## config.mk

```make
export PLATFORM = sky130hd
export DESIGN_NAME = mips_fetch_queue
export DESIGN_NICKNAME = d
export VERILOG_FILES = /design/src/rtl/mips_fetch_queue.sv
export SDC_FILE = /design/constraint.sdc
export NUM_CORES = 1
export LEC_CHECK = 0
export BUFFER_PORTS_ARGS = -buffer_cell sky130_fd_sc_hd__buf_2
export CORE_UTILIZATION = 62
export CTS_CLUSTER_DIAMETER = 80
export DETAILED_ROUTE_END_ITERATION = 8
export GPL_ROUTABILITY_DRIVEN = 0
export HOLD_SLACK_MARGIN = 0.02
export PLACE_DENSITY = 0.85
export SLEW_MARGIN = 25
export SYNTH_ARGS = -nofsm -noshare
export SYNTH_HDL_FRONTEND = slang
export SYNTH_SLANG_ARGS = --single-unit
```

## constraint.sdc

```tcl
create_clock -name clk -period 8.5 [get_ports clk]
set_input_delay 2.125 -clock clk [delete_from_list [all_inputs] [get_ports clk]]
set_output_delay 2.125 -clock clk [all_outputs]
set_load 0.01 [all_outputs]
```

## src/rtl/mips_fetch_queue.sv

```systemverilog
// Instruction fetch queue for a MIPS-style front end.
// It issues word-aligned fetches under a credit limit, buffers in-order responses and flushes on redirect.
`timescale 1ns/1ps

module mips_fetch_queue #(
    parameter int                 ADDR_W   = 32,
    parameter int                 DEPTH    = 4,
    parameter logic [ADDR_W-1:0]  RESET_PC = '0
) (
    input  logic                     clk,
    input  logic                     rst,
    output logic                     imem_req_valid,
    output logic [ADDR_W-1:0]        imem_req_addr,
    input  logic                     imem_req_ready,
    input  logic                     imem_resp_valid,
    input  logic [31:0]              imem_resp_inst,
    input  logic                     redirect_valid,
    input  logic [ADDR_W-1:0]        redirect_pc,
    input  logic                     halt,
    output logic                     inst_valid,
    output logic [31:0]              inst,
    output logic [ADDR_W-1:0]        inst_pc,
    input  logic                     inst_ready,
    output logic [$clog2(DEPTH):0]   occupancy
);

    localparam int PTR_W = $clog2(DEPTH);
    localparam int CNT_W = PTR_W + 1;
    localparam logic [ADDR_W-1:0] START_PC = RESET_PC & ~ADDR_W'(3);

    logic [ADDR_W-1:0] fetch_pc;
    logic [ADDR_W-1:0] resp_pc;
    logic [CNT_W-1:0]  count;
    logic [CNT_W-1:0]  outstanding;
    logic [CNT_W-1:0]  drop_cnt;
    logic [PTR_W-1:0]  rd_ptr;
    logic [PTR_W-1:0]  wr_ptr;

    logic [31:0]       inst_mem [DEPTH];
    logic [ADDR_W-1:0] pc_mem   [DEPTH];

    logic [CNT_W:0]    credit_used;
    logic [ADDR_W-1:0] redirect_target;
    logic              req_fire;
    logic              resp_take;
    logic              resp_push;
    logic              pop;

    // Queued entries plus in-flight requests may never exceed DEPTH, so every response has a slot.
    assign credit_used     = {1'b0, count} + {1'b0, outstanding};
    assign imem_req_valid  = !rst && !halt && !redirect_valid
                             && (credit_used < (CNT_W+1)'(DEPTH));
    assign imem_req_addr   = fetch_pc;
    assign req_fire        = imem_req_valid && imem_req_ready;

    // Responses with nothing outstanding are strays from before a reset and are ignored.
    assign resp_take       = imem_resp_valid && (outstanding != '0);
    assign resp_push       = resp_take && (drop_cnt == '0) && !redirect_valid;

    assign inst_valid      = !rst && (count != '0) && !redirect_valid;
    assign pop             = inst_valid && inst_ready;
    assign inst            = inst_mem[rd_ptr];
    assign inst_pc         = pc_mem[rd_ptr];
    assign occupancy       = count;
    assign redirect_target = redirect_pc & ~ADDR_W'(3);

    always_ff @(posedge clk) begin
        if (rst) begin
            fetch_pc    <= START_PC;
            resp_pc     <= START_PC;
            count       <= '0;
            outstanding <= '0;
            drop_cnt    <= '0;
            rd_ptr      <= '0;
            wr_ptr      <= '0;
        end else if (redirect_valid) begin
            // Everything still in flight belongs to the old path and must be discarded on arrival.
            fetch_pc    <= redirect_target;
            resp_pc     <= redirect_target;
            count       <= '0;
            rd_ptr      <= '0;
            wr_ptr      <= '0;
            outstanding <= outstanding - CNT_W'(resp_take);
            drop_cnt    <= outstanding - CNT_W'(resp_take);
        end else begin
            if (req_fire) begin
                fetch_pc <= fetch_pc + ADDR_W'(4);
            end
            outstanding <= outstanding + CNT_W'(req_fire) - CNT_W'(resp_take);
            if (resp_take && (drop_cnt != '0)) begin
                drop_cnt <= drop_cnt - CNT_W'(1);
            end
            if (resp_push) begin
                wr_ptr  <= wr_ptr + PTR_W'(1);
                resp_pc <= resp_pc + ADDR_W'(4);
            end
            if (pop) begin
                rd_ptr <= rd_ptr + PTR_W'(1);
            end
            count <= count + CNT_W'(resp_push) - CNT_W'(pop);
        end
    end

    always_ff @(posedge clk) begin
        if (!rst && resp_push) begin
            inst_mem[wr_ptr] <= imem_resp_inst;
            pc_mem[wr_ptr]   <= resp_pc;
        end
    end

endmodule
```

==> results.py, run 1 <==
metrics = {
    "synth": {
        "synth_cells": 866,
        "syn-cell-area_sq_um": 13300,
        "synth.most_common_cell": "edfxtp_1",
        "synth.distinct_cells": 62,
        "seq_area_frac_synth_pct": 67.3,
        "ys_warn_count": 0,
        "synth_common_cells": "edfxtp_1 (248), dfxtp_1 (75), mux4_2 (62), nand2_1 (46), nor2_1 (46)",
        "synth_top_cell_area_share_pct": 56.0,
        "synth_seq_cells": 323,
        "synthArstFlopShare_pct": 0,
        "synth_edf_count": 248,
        "synthFlopType": "edfxtp_1",
        "avgSynthCellArea_sq_um": 15.4,
        "synth_area_leader_cell": "edfxtp_1",
        "synthTopCellsByArea": "edfxtp_1 (56%), dfxtp_1 (11%), mux4_2 (10%), ha_1 (1.5%), xnor2_1 (1.4%)",
    },
    "worst_hold_path": {
        "hold_class": "flip-flop to flip-flop",
    },
    "drt": {
        "routed_wl_um": 28900,
        "num_vias": 8196,
        "dr.pass1.iters": 5,
        "drc_errors": 0,
        "wl_per_cell_um": 21.8,
        "vias_per_cell": 6.19,
        "antenna_left": 0,
        "drtIter0Drc": 660,
    },
    "sta": {
        "drv_slew": 0,
        "setup_ws_ps": 2960,
        "tns_ps": 0,
        "fin_crit_sh_pct": 65.2,
        "hold_violations": 0,
        "fmax_mhz": 181,
        "worst_pin_slew_ps": 995,
        "setup_viol": 0,
        "finalCriticalPeriod_ps": 5540,
        "max_slew_margin_pct": 33.4,
        "rsz0062_at_grt": "no",
        "fin_skew_ps": 11.1,
    },
    "finish": {
        "fillCellCount": 1282,
        "antenna_cells": 0,
        "areaGrowthSynthToFinish_pct": 16.3,
        "fin_nets": 1115,
        "drive_above_1_share_pct": 29.5,
        "fin_area_sq_um": 15500,
    },
    "job": {
        "cap_violations": 0,
    },
    "placement": {
        "io_buffer_count": 165,
        "placed_area_sq_um": 14300,
        "place_ws_ps": 2890,
        "post-dp-hpwl_um": 16800,
    },
    "setup_path": {
        "critPathLaunchType": "primary input",
        "crit_cells": 5,
        "ff2ff_setup_slack_ps": 4890,
        "reg2reg_depth": 12,
        "cp_max_fo": 60,
        "worst-path-buf-inv": 3,
        "critical_path_class": "primary input to output port",
        "reg2reg_to": "outstanding[2]$_SDFF_PP0_",
        "critPathMostFrequentCell": "buf_2",
        "crit_chain": "buf_2 > buf_4 > nor2_1 > and3_1 > buf_2",
        "critPathCaptureType": "output port",
        "r2r-start": "outstanding[2]$_SDFF_PP0_",
        "endpoint": "imem_req_valid",
        "critPathLaunch": "redirect_valid",
        "worstPathRequired_ps": 6380,
        "crit_slowest_cell": "nor2_1",
        "critPathMaxStageDelay_ps": 520,
        "path_delay_family": "simple AND/OR/NAND/NOR gates",
        "cp.arrival_ps": 3410,
    },
    "clock_network": {
        "clock_sinks": 323,
        "cts_setup_buffers": 0,
        "h-tree-depth": 1,
        "clock_latency_ps": 550,
        "ctsResizeCount": 0,
        "numCtsBuffers": 30,
        "cts.clk_slew.worst_paths_ps": 60,
        "cts_root_buf": "clkbuf_16",
        "clk_path_buf_depth": 3,
        "hold_buffers": 0,
        "cts_tree": "yes",
    },
    "die": {
        "die-area_sq_um": 22000,
        "die_x_um": 148,
        "start_util_pct": 63.3,
        "io_pins": 172,
        "dieHeight_um": 148,
        "core-area_sq_um": 21000,
        "rows": 53,
    },
    "power": {
        "max-vdd-ir-drop_mv": 0.180,
        "power.leakage_nw": 5.36,
        "power_per_cell_area_nw_per_um2": 230,
    },
    "global_routing": {
        "grt_max_degree": 63,
        "antenna_found_initial": 0,
        "grt-ovfl-total": 0,
        "grt_pass1_wl_um": 43900,
        "grt_pass1_vias": 7873,
        "track_usage_pct": 26.3,
    },
    "status": {
        "status": "complete, no violations",
    },
}
## through the flow
step / cells / hold WS (ps) / util [%] / power (mW)
floorplan: 869 / 475 / - / 1.99
global placement: 1269 / 499 / 68.1 / 2.07
detailed placement: 1269 / 506 / 68.1 / 2.09
CTS: 1325 / 525 / 73.6 / 3.57
global route: 1325 / 546 / 73.6 / 3.66
finish: 1325 / 534 / 73.6 / 3.55
## sequential cells by signal, indices dropped and copies added (netlist names), named ones only
| name | count |
|---|---|
| wr_ptr | 2 |
| resp_pc | 30 |
| imem_req_addr | 30 |
| occupancy | 3 |
| pc_mem | 120 |
| rd_ptr | 2 |
| drop_cnt | 3 |
| inst_mem | 128 |
| outstanding | 3 |
## power by group
group / internal, mW / leakage [nW] / switching [mW] / total, mW
clock: 0.929 / 0.556 / 0.564 / 1.49
sequential: 1.75 / 2.87 / 0.0512 / 1.80
combinational: 0.108 / 1.94 / 0.152 / 0.260
## per-layer routing
metal  up-vias  GRT usage [%]  part of all wire (%)
li1       3709              -                     -
met2       433           43.8                    49
met4         0           6.70                   1.8
met5         -              0                     0
met3        33           4.29                   9.1
met1      4021           36.5                    40
## how the worst min path moves through the flow
stage	start	end	slack (ps)	depth (start not counted)
3_5_place_dp	imem_req_addr[31]$_SDFFE_PP0P_	imem_req_addr[31]$_SDFFE_PP0P_	510	2
3_3_place_gp	imem_req_addr[31]$_SDFFE_PP0P_	imem_req_addr[31]$_SDFFE_PP0P_	500	2
4_1_cts	imem_req_addr[31]$_SDFFE_PP0P_	imem_req_addr[31]$_SDFFE_PP0P_	520	2
6_report	imem_req_addr[23]$_SDFFE_PP0P_	imem_req_addr[23]$_SDFFE_PP0P_	530	2
5_1_grt	resp_pc[29]$_SDFFE_PP0P_	pc_mem[3][29]$_DFFE_PP_	550	0
2_1_floorplan	resp_pc[29]$_SDFFE_PP0P_	pc_mem[0][29]$_DFFE_PP_	480	0
## worst register-to-register path: cells and delay by family, from the launching register on
kind / cells / cell delay, ps
DFF: 1 / 420
xor gates and xnor gates: 2 / 300
adders and majority gates: 4 / 1190
AOI/OAI and AO/OA: 1 / 210
and+or+nand+nor: 3 / 1020
buffers and inverters: 2 / 350
## cells in the final DEF, fill, tap and decap left out, types with 5 or more instances in the layout
cell type / n
buf_4: 9
o211ai_1: 7
mux4_2: 62
nor2_1: 46
nand3_1: 23
nor4_1: 6
and3_1: 10
edfxtp_1: 248
xor2_1: 9
clkbuf_16: 34
a211oi_1: 13
a21boi_0: 9
or3_1: 20
bufinv_16: 6
xnor2_1: 21
and2_1: 7
buf_2: 165
nor3_1: 9
inv_1: 30
dfxtp_1: 73
o21ai_0: 19
nand4_1: 22
a311oi_1: 5
a31oi_1: 23
a21oi_1: 24
ha_1: 16
nand2_1: 46
## logic make-up (layout without fill, tap and decap cells)
logic type | after synthesis | count (layout) | synth area share, %
flip-flops | 323 | 323 | 67.3
AND/OR/NAND/NOR | 227 | 227 | 9.43
AO/OA/AOI/OAI | 123 | 123 | 6.18
buffers and inverters | 80 | 261 | 2.66
multiplexers | 64 | 64 | 10.6
XOR/XNOR | 30 | 30 | 1.98
adder cells (fa/ha/maj) | 18 | 18 | 1.81
other | 1 | 4 | 0.0282
## layout make-up
type / instances / area, sq um / share of cell area (%)
tap: 275 / 344 / 2.22
clock buffer: 40 / 903 / 5.84
multi-input combinational: 466 / 4020 / 26.0
sequential: 323 / 8950 / 57.9
inverter: 31 / 116 / 0.752
timing repair buffer: 174 / 893 / 5.78
clock inverter: 16 / 240 / 1.55
(Power assumes the default switching activity.)
==> inputs of run 2 (changes only) <==
--- a/config.mk
+++ b/config.mk
@@ -6,12 +6,12 @@
 export NUM_CORES = 1
 export LEC_CHECK = 0
 export BUFFER_PORTS_ARGS = -buffer_cell sky130_fd_sc_hd__buf_2
-export CORE_UTILIZATION = 62
+export CORE_UTILIZATION = 58
 export CTS_CLUSTER_DIAMETER = 80
 export DETAILED_ROUTE_END_ITERATION = 8
 export GPL_ROUTABILITY_DRIVEN = 0
 export HOLD_SLACK_MARGIN = 0.02
-export PLACE_DENSITY = 0.85
+export PLACE_DENSITY = 0.8
 export SLEW_MARGIN = 25
 export SYNTH_ARGS = -nofsm -noshare
 export SYNTH_HDL_FRONTEND = slang
==> constraint.sdc (replaced) <==
create_clock -name clk -period 5.8 [get_ports clk]
set_input_delay 1.45 -clock clk [delete_from_list [all_inputs] [get_ports clk]]
set_output_delay 1.45 -clock clk [all_outputs]
set_load 0.01 [all_outputs]
==> results.py, run 2 (synthesis gave the netlist of run 1 again) <==
metrics = {
    "sta": {
        "fin_crit_sh_pct": 70.8,
        "fmax_mhz": 243,
        "setup_viol": 0,
        "whs_ps": 526,
        "hold_violations": 0,
        "max_slew_margin_pct": 31.6,
        "tns_ps": 0,
        "fin_skew_ps": 10.7,
        "rsz0062_at_grt": "no",
        "worst_pin_slew_ps": 1030,
        "drv_slew": 0,
        "finalCriticalPeriod_ps": 4110,
    },
    "drt": {
        "wl_met1_um": 11400,
        "met2RoutedLength_um": 12600,
        "wl_per_cell_um": 19.9,
        "num_vias": 8045,
        "dr.max_layer_used": "met5",
        "dr_wl_met3_um": 2120,
        "vias_per_cell": 6.02,
        "dr.pass1.iters": 6,
        "drc_errors": 0,
        "drtIter0Drc": 700,
        "antenna_left": 0,
        "routed_wl_um": 26600,
    },
    "worst_hold_path": {
        "hold_class": "flip-flop to flip-flop",
        "min_to": "imem_req_addr[17]$_SDFFE_PP0P_",
        "hold_path_startpoint": "imem_req_addr[17]$_SDFFE_PP0P_",
        "min_delay_path_depth": 2,
    },
    "finish": {
        "largest_reg_flops": 128,
        "fillCellCount": 1597,
        "mostFrequentLayoutCell": "edfxtp_1",
        "areaGrowthSynthToFinish_pct": 14.9,
        "fin_cells": 1337,
        "register_area_sq_um": 8950,
        "antenna_cells": 0,
        "top_regs": "inst_mem: 128 flops, pc_mem: 120 flops",
        "regMostFlops": "inst_mem",
        "drive_above_1_share_pct": 29.1,
        "fin_util_pct": 67.7,
        "multi_input_comb_area_sq_um": 4020,
        "fin_nets": 1117,
        "fin_area_sq_um": 15300,
        "layout_common_cells": "edfxtp_1 (248), buf_2 (165), dfxtp_1 (73), mux4_2 (62)",
    },
    "clock_network": {
        "clk_path_buf_depth": 3,
        "cts_tree": "yes",
        "clock_latency_ps": 540,
        "cts_setup_buffers": 0,
        "numCtsBuffers": 30,
        "h-tree-depth": 1,
        "ctsResizeCount": 0,
        "cts_root_buf": "clkbuf_16",
        "hold_buffers": 0,
        "clock_sinks": 323,
        "cts.clk_slew.worst_paths_ps": 60,
    },
    "setup_path": {
        "worstPathRequired_ps": 4350,
        "critPathLaunchType": "primary input",
        "r2r-start": "outstanding[2]$_SDFF_PP0_",
        "critPathMaxStageDelay_ps": 570,
        "cp.arrival_ps": 2660,
        "crit_slowest_cell": "buf_4",
        "critPathCaptureType": "output port",
        "reg2reg_to": "outstanding[2]$_SDFF_PP0_",
        "crit_chain": "buf_2 > buf_4 > or2_2 > nor2_1 > buf_2",
        "cp_max_fo": 64,
        "reg2reg_depth": 12,
        "worst-path-buf-inv": 3,
        "critPathMostFrequentCell": "buf_2",
        "critical_path_class": "primary input to output port",
        "ff2ff_setup_slack_ps": 2180,
        "path_delay_family": "buffers and inverters",
    },
    "global_routing": {
        "grt_pass1_vias": 7594,
        "antenna_found_initial": 1,
        "grt_max_degree": 65,
        "grt_pass1_wl_um": 41800,
        "grt-ovfl-total": 0,
        "track_usage_pct": 22.8,
    },
    "power": {
        "power_per_cell_area_nw_per_um2": 317,
        "max-vdd-ir-drop_mv": 0.221,
        "power.leakage_nw": 5.27,
    },
    "die": {
        "core-area_sq_um": 22600,
        "die-area_sq_um": 23500,
        "rows": 55,
        "dieHeight_um": 153,
        "io_pins": 172,
        "start_util_pct": 58.9,
        "die_x_um": 153,
    },
    "job": {
        "cap_violations": 0,
    },
    "placement": {
        "post-dp-hpwl_um": 17500,
        "placed_area_sq_um": 14400,
        "io_buffer_count": 165,
        "placed_cells": 1281,
    },
    "status": {
        "status": "complete, no violations",
    },
}
run 2: worst max-delay path by stage:
stage / start / end / cells after the start
2_1_floorplan: imem_resp_valid / inst_mem[0][0]$_DFFE_PP_ / 5
3_3_place_gp: rst / outstanding[2]$_SDFF_PP0_ / 12
3_5_place_dp: rst / outstanding[2]$_SDFF_PP0_ / 12
4_1_cts: rst / inst_valid / 5
5_1_grt: rst / outstanding[2]$_SDFF_PP0_ / 12
6_report: rst / inst_valid / 5
run 2: report_power, final:
| group | internal (mW) | switching [mW] |
|---|---|---|
| clock network | 1.04 | 0.797 |
| registers | 2.56 | 0.0718 |
| logic | 0.158 | 0.215 |
run 2: metrics by stage:
step                      power [mW]  setup slack [ps]
after floorplan                 2.92              1610
after global placement          3.04              1280
after detailed placement        3.06              1220
after CTS                       4.88              1680
after global routing            5.02              1530
final                           4.85              1690
run 2: tightest hold or removal path: cells and delay by family, from the launching register on:
family,cells,cell delay (ps)
flip-flops,1,350
AND/OR/NAND/NOR,1,80
AO/OA/AOI/OAI,1,60
run 2: metal layers:
layer	vias to the layer above	track usage (%)
met5	-	0
met4	2	5.71
met3	38	3.20
met2	372	37.2
met1	3919	32.8
li1	3714	-
run 2: final cells by class:
type,instances,area share [%]
timing repair buffer,176,5.94
clock buffer,45,5.75
multi-input combinational,466,26.3
clock inverter,11,0.393
tap,285,2.33
sequential,323,58.6
inverter,31,0.761
==> inputs of run 3 (changes only) <==
--- a/config.mk
+++ b/config.mk
@@ -6,12 +6,12 @@
 export NUM_CORES = 1
 export LEC_CHECK = 0
 export BUFFER_PORTS_ARGS = -buffer_cell sky130_fd_sc_hd__buf_2
-export CORE_UTILIZATION = 58
+export CORE_UTILIZATION = 52
 export CTS_CLUSTER_DIAMETER = 80
 export DETAILED_ROUTE_END_ITERATION = 8
 export GPL_ROUTABILITY_DRIVEN = 0
 export HOLD_SLACK_MARGIN = 0.02
-export PLACE_DENSITY = 0.8
+export PLACE_DENSITY = 0.76
 export SLEW_MARGIN = 25
 export SYNTH_ARGS = -nofsm -noshare
 export SYNTH_HDL_FRONTEND = slang
==> constraint.sdc (replaced) <==
create_clock -name clk -period 3.4 [get_ports clk]
set_input_delay 0.85 -clock clk [delete_from_list [all_inputs] [get_ports clk]]
set_output_delay 0.85 -clock clk [all_outputs]
set_load 0.01 [all_outputs]
==> results.py, run 3 (synthesis gave the netlist of run 1 again) <==
metrics = {
    "setup_path": {
        "cp_max_fo": 31,
        "path_delay_family": "flip-flops",
        "cp.arrival_ps": 2150,
        "critPathCaptureType": "output port",
        "crit_slowest_cell": "dfxtp_4",
        "worstPathRequired_ps": 2550,
        "crit_chain": "buf_12 > mux4_2 > buf_2",
        "worst-path-buf-inv": 2,
        "critPathMaxStageDelay_ps": 580,
        "critical_path_class": "flip-flop to output port",
        "critPathLaunchType": "flip-flop",
    },
    "finish": {
        "areaGrowthSynthToFinish_pct": 17.8,
        "antenna_cells": 0,
        "fillCellCount": 1890,
        "fin_util_pct": 62.4,
        "fin_area_sq_um": 15700,
        "fin_nets": 1129,
        "drive_above_1_share_pct": 30.2,
        "layout_common_cells": "edfxtp_1 (248), buf_2 (165), dfxtp_1 (73), mux4_2 (62)",
        "largest_reg_flops": 128,
        "top_regs": "inst_mem: 128 flops, pc_mem: 120 flops",
        "mostFrequentLayoutCell": "edfxtp_1",
        "regMostFlops": "inst_mem",
    },
    "global_routing": {
        "grt_pass1_vias": 7806,
        "grt-ovfl-total": 0,
        "track_usage_pct": 21.1,
        "antenna_found_initial": 0,
        "grt_max_degree": 64,
        "grt_pass1_wl_um": 42500,
    },
    "die": {
        "dieHeight_um": 162,
        "rows": 58,
        "die_x_um": 162,
        "io_pins": 172,
        "start_util_pct": 53.0,
        "core-area_sq_um": 25100,
        "die-area_sq_um": 26200,
    },
    "status": {
        "status": "complete, no violations",
    },
    "power": {
        "seqPwrFrac_pct": 51.3,
        "p_sw_share_pct": 22.1,
        "power_per_cell_area_nw_per_um2": 560,
        "power.leakage_nw": 5.42,
        "pwr-share-comb_pct": 7.6,
        "switchingPower_mw": 1.94,
        "p_int_mw": 6.83,
        "max-vdd-ir-drop_mv": 0.393,
        "p_clk_share_pct": 41.1,
    },
    "placement": {
        "io_buffer_count": 165,
        "post-dp-hpwl_um": 17500,
        "placed_area_sq_um": 14600,
    },
    "drt": {
        "wl_per_cell_um": 19.6,
        "num_vias": 8066,
        "dr.pass1.iters": 7,
        "drc_errors": 0,
        "vias_per_cell": 5.78,
        "routed_wl_um": 27300,
        "antenna_left": 0,
        "drtIter0Drc": 577,
    },
    "sta": {
        "setup_viol": 0,
        "tns_ps": 0,
        "drv_slew": 0,
        "fin_skew_ps": 9.81,
        "fin_crit_sh_pct": 88.2,
        "finalCriticalPeriod_ps": 3000,
        "hold_violations": 0,
        "worst_pin_slew_ps": 899,
        "rsz0062_at_grt": "no",
        "max_slew_margin_pct": 39.8,
        "fmax_mhz": 333,
    },
    "clock_network": {
        "numCtsBuffers": 34,
        "cts_root_buf": "clkbuf_16",
        "ctsResizeCount": 0,
        "clk_path_buf_depth": 3,
        "cts.clk_slew.worst_paths_ps": 60,
        "cts_setup_buffers": 0,
        "clock_latency_ps": 500,
        "clock_sinks": 323,
        "cts_tree": "yes",
        "hold_buffers": 0,
        "h-tree-depth": 2,
    },
    "worst_hold_path": {
        "hold_class": "flip-flop to flip-flop",
    },
    "job": {
        "cap_violations": 0,
    },
}
==> run 3: cell types whose count changed in the layout (fill, tap and decap cells not counted), sizes merged <==
cell      before  now
clkinv         6   11
bufinv         0    3
clkbuf        45   42
buf          176  184
clkinvlp       5    4
inv           31   32
==> run 3: stage by stage <==
stage          hold WS [ps]  setup WS (ps)  std cells  power (mW)
2_1_floorplan           475            212        869        4.98
3_3_place_gp            498            242       1334        5.22
3_5_place_dp            509            269       1334        5.25
4_1_cts                 522            315       1395        8.84
5_1_grt                 540            272       1395        9.09
6_report                527            400       1395        8.77
==> run 3: power by group through the flow <==
stage / clock network [mW] / logic, mW / registers (mW)
after floorplan: 0 / 0.431 / 4.55
after global placement: 0 / 0.653 / 4.57
after detailed placement: 0 / 0.668 / 4.58
after CTS: 3.68 / 0.672 / 4.50
after global routing: 3.83 / 0.741 / 4.51
final: 3.60 / 0.669 / 4.50
==> run 3: tightest hold or removal path, cell delays in order (launching register included) <==
cell     delay (ps)
dfxtp_1         320
o21ai_0          70
a31oi_1          80
==> run 3: cell type report <==
type,instances,area [sq um],area share [%]
Sequential cell,323,8950,57.1
Multi-Input combinational cell,466,4020,25.6
Timing Repair Buffer,184,1070,6.82
Clock buffer,42,922,5.89
Tap cell,330,413,2.64
Clock inverter,19,180,1.15
Inverter,31,116,0.743
==> run 3: worst paths after layout <==
kind | start | endpoint | slack, ps | cells after the start
max | flip-flop | inst[16] | 400 | 3
min | imem_req_addr[27]$_SDFFE_PP0P_ | imem_req_addr[27]$_SDFFE_PP0P_ | 530 | 2
max reg2reg | outstanding[2]$_SDFF_PP0_ | outstanding[2]$_SDFF_PP0_ | 530 | 13
min reg2reg | imem_req_addr[27]$_SDFFE_PP0P_ | imem_req_addr[27]$_SDFFE_PP0P_ | 530 | 2
==> run 3: layer usage <==
| metal | wire length, um | GRT usage [%] | part of all wire (%) |
|---|---|---|---|
| met3 | 2260 | 3.91 | 8.2 |
| met2 | 12800 | 33.4 | 47 |
| met1 | 11600 | 29.8 | 43 |
| met4 | 604 | 6.39 | 2.2 |
| met5 | 0 | 0 | 0 |
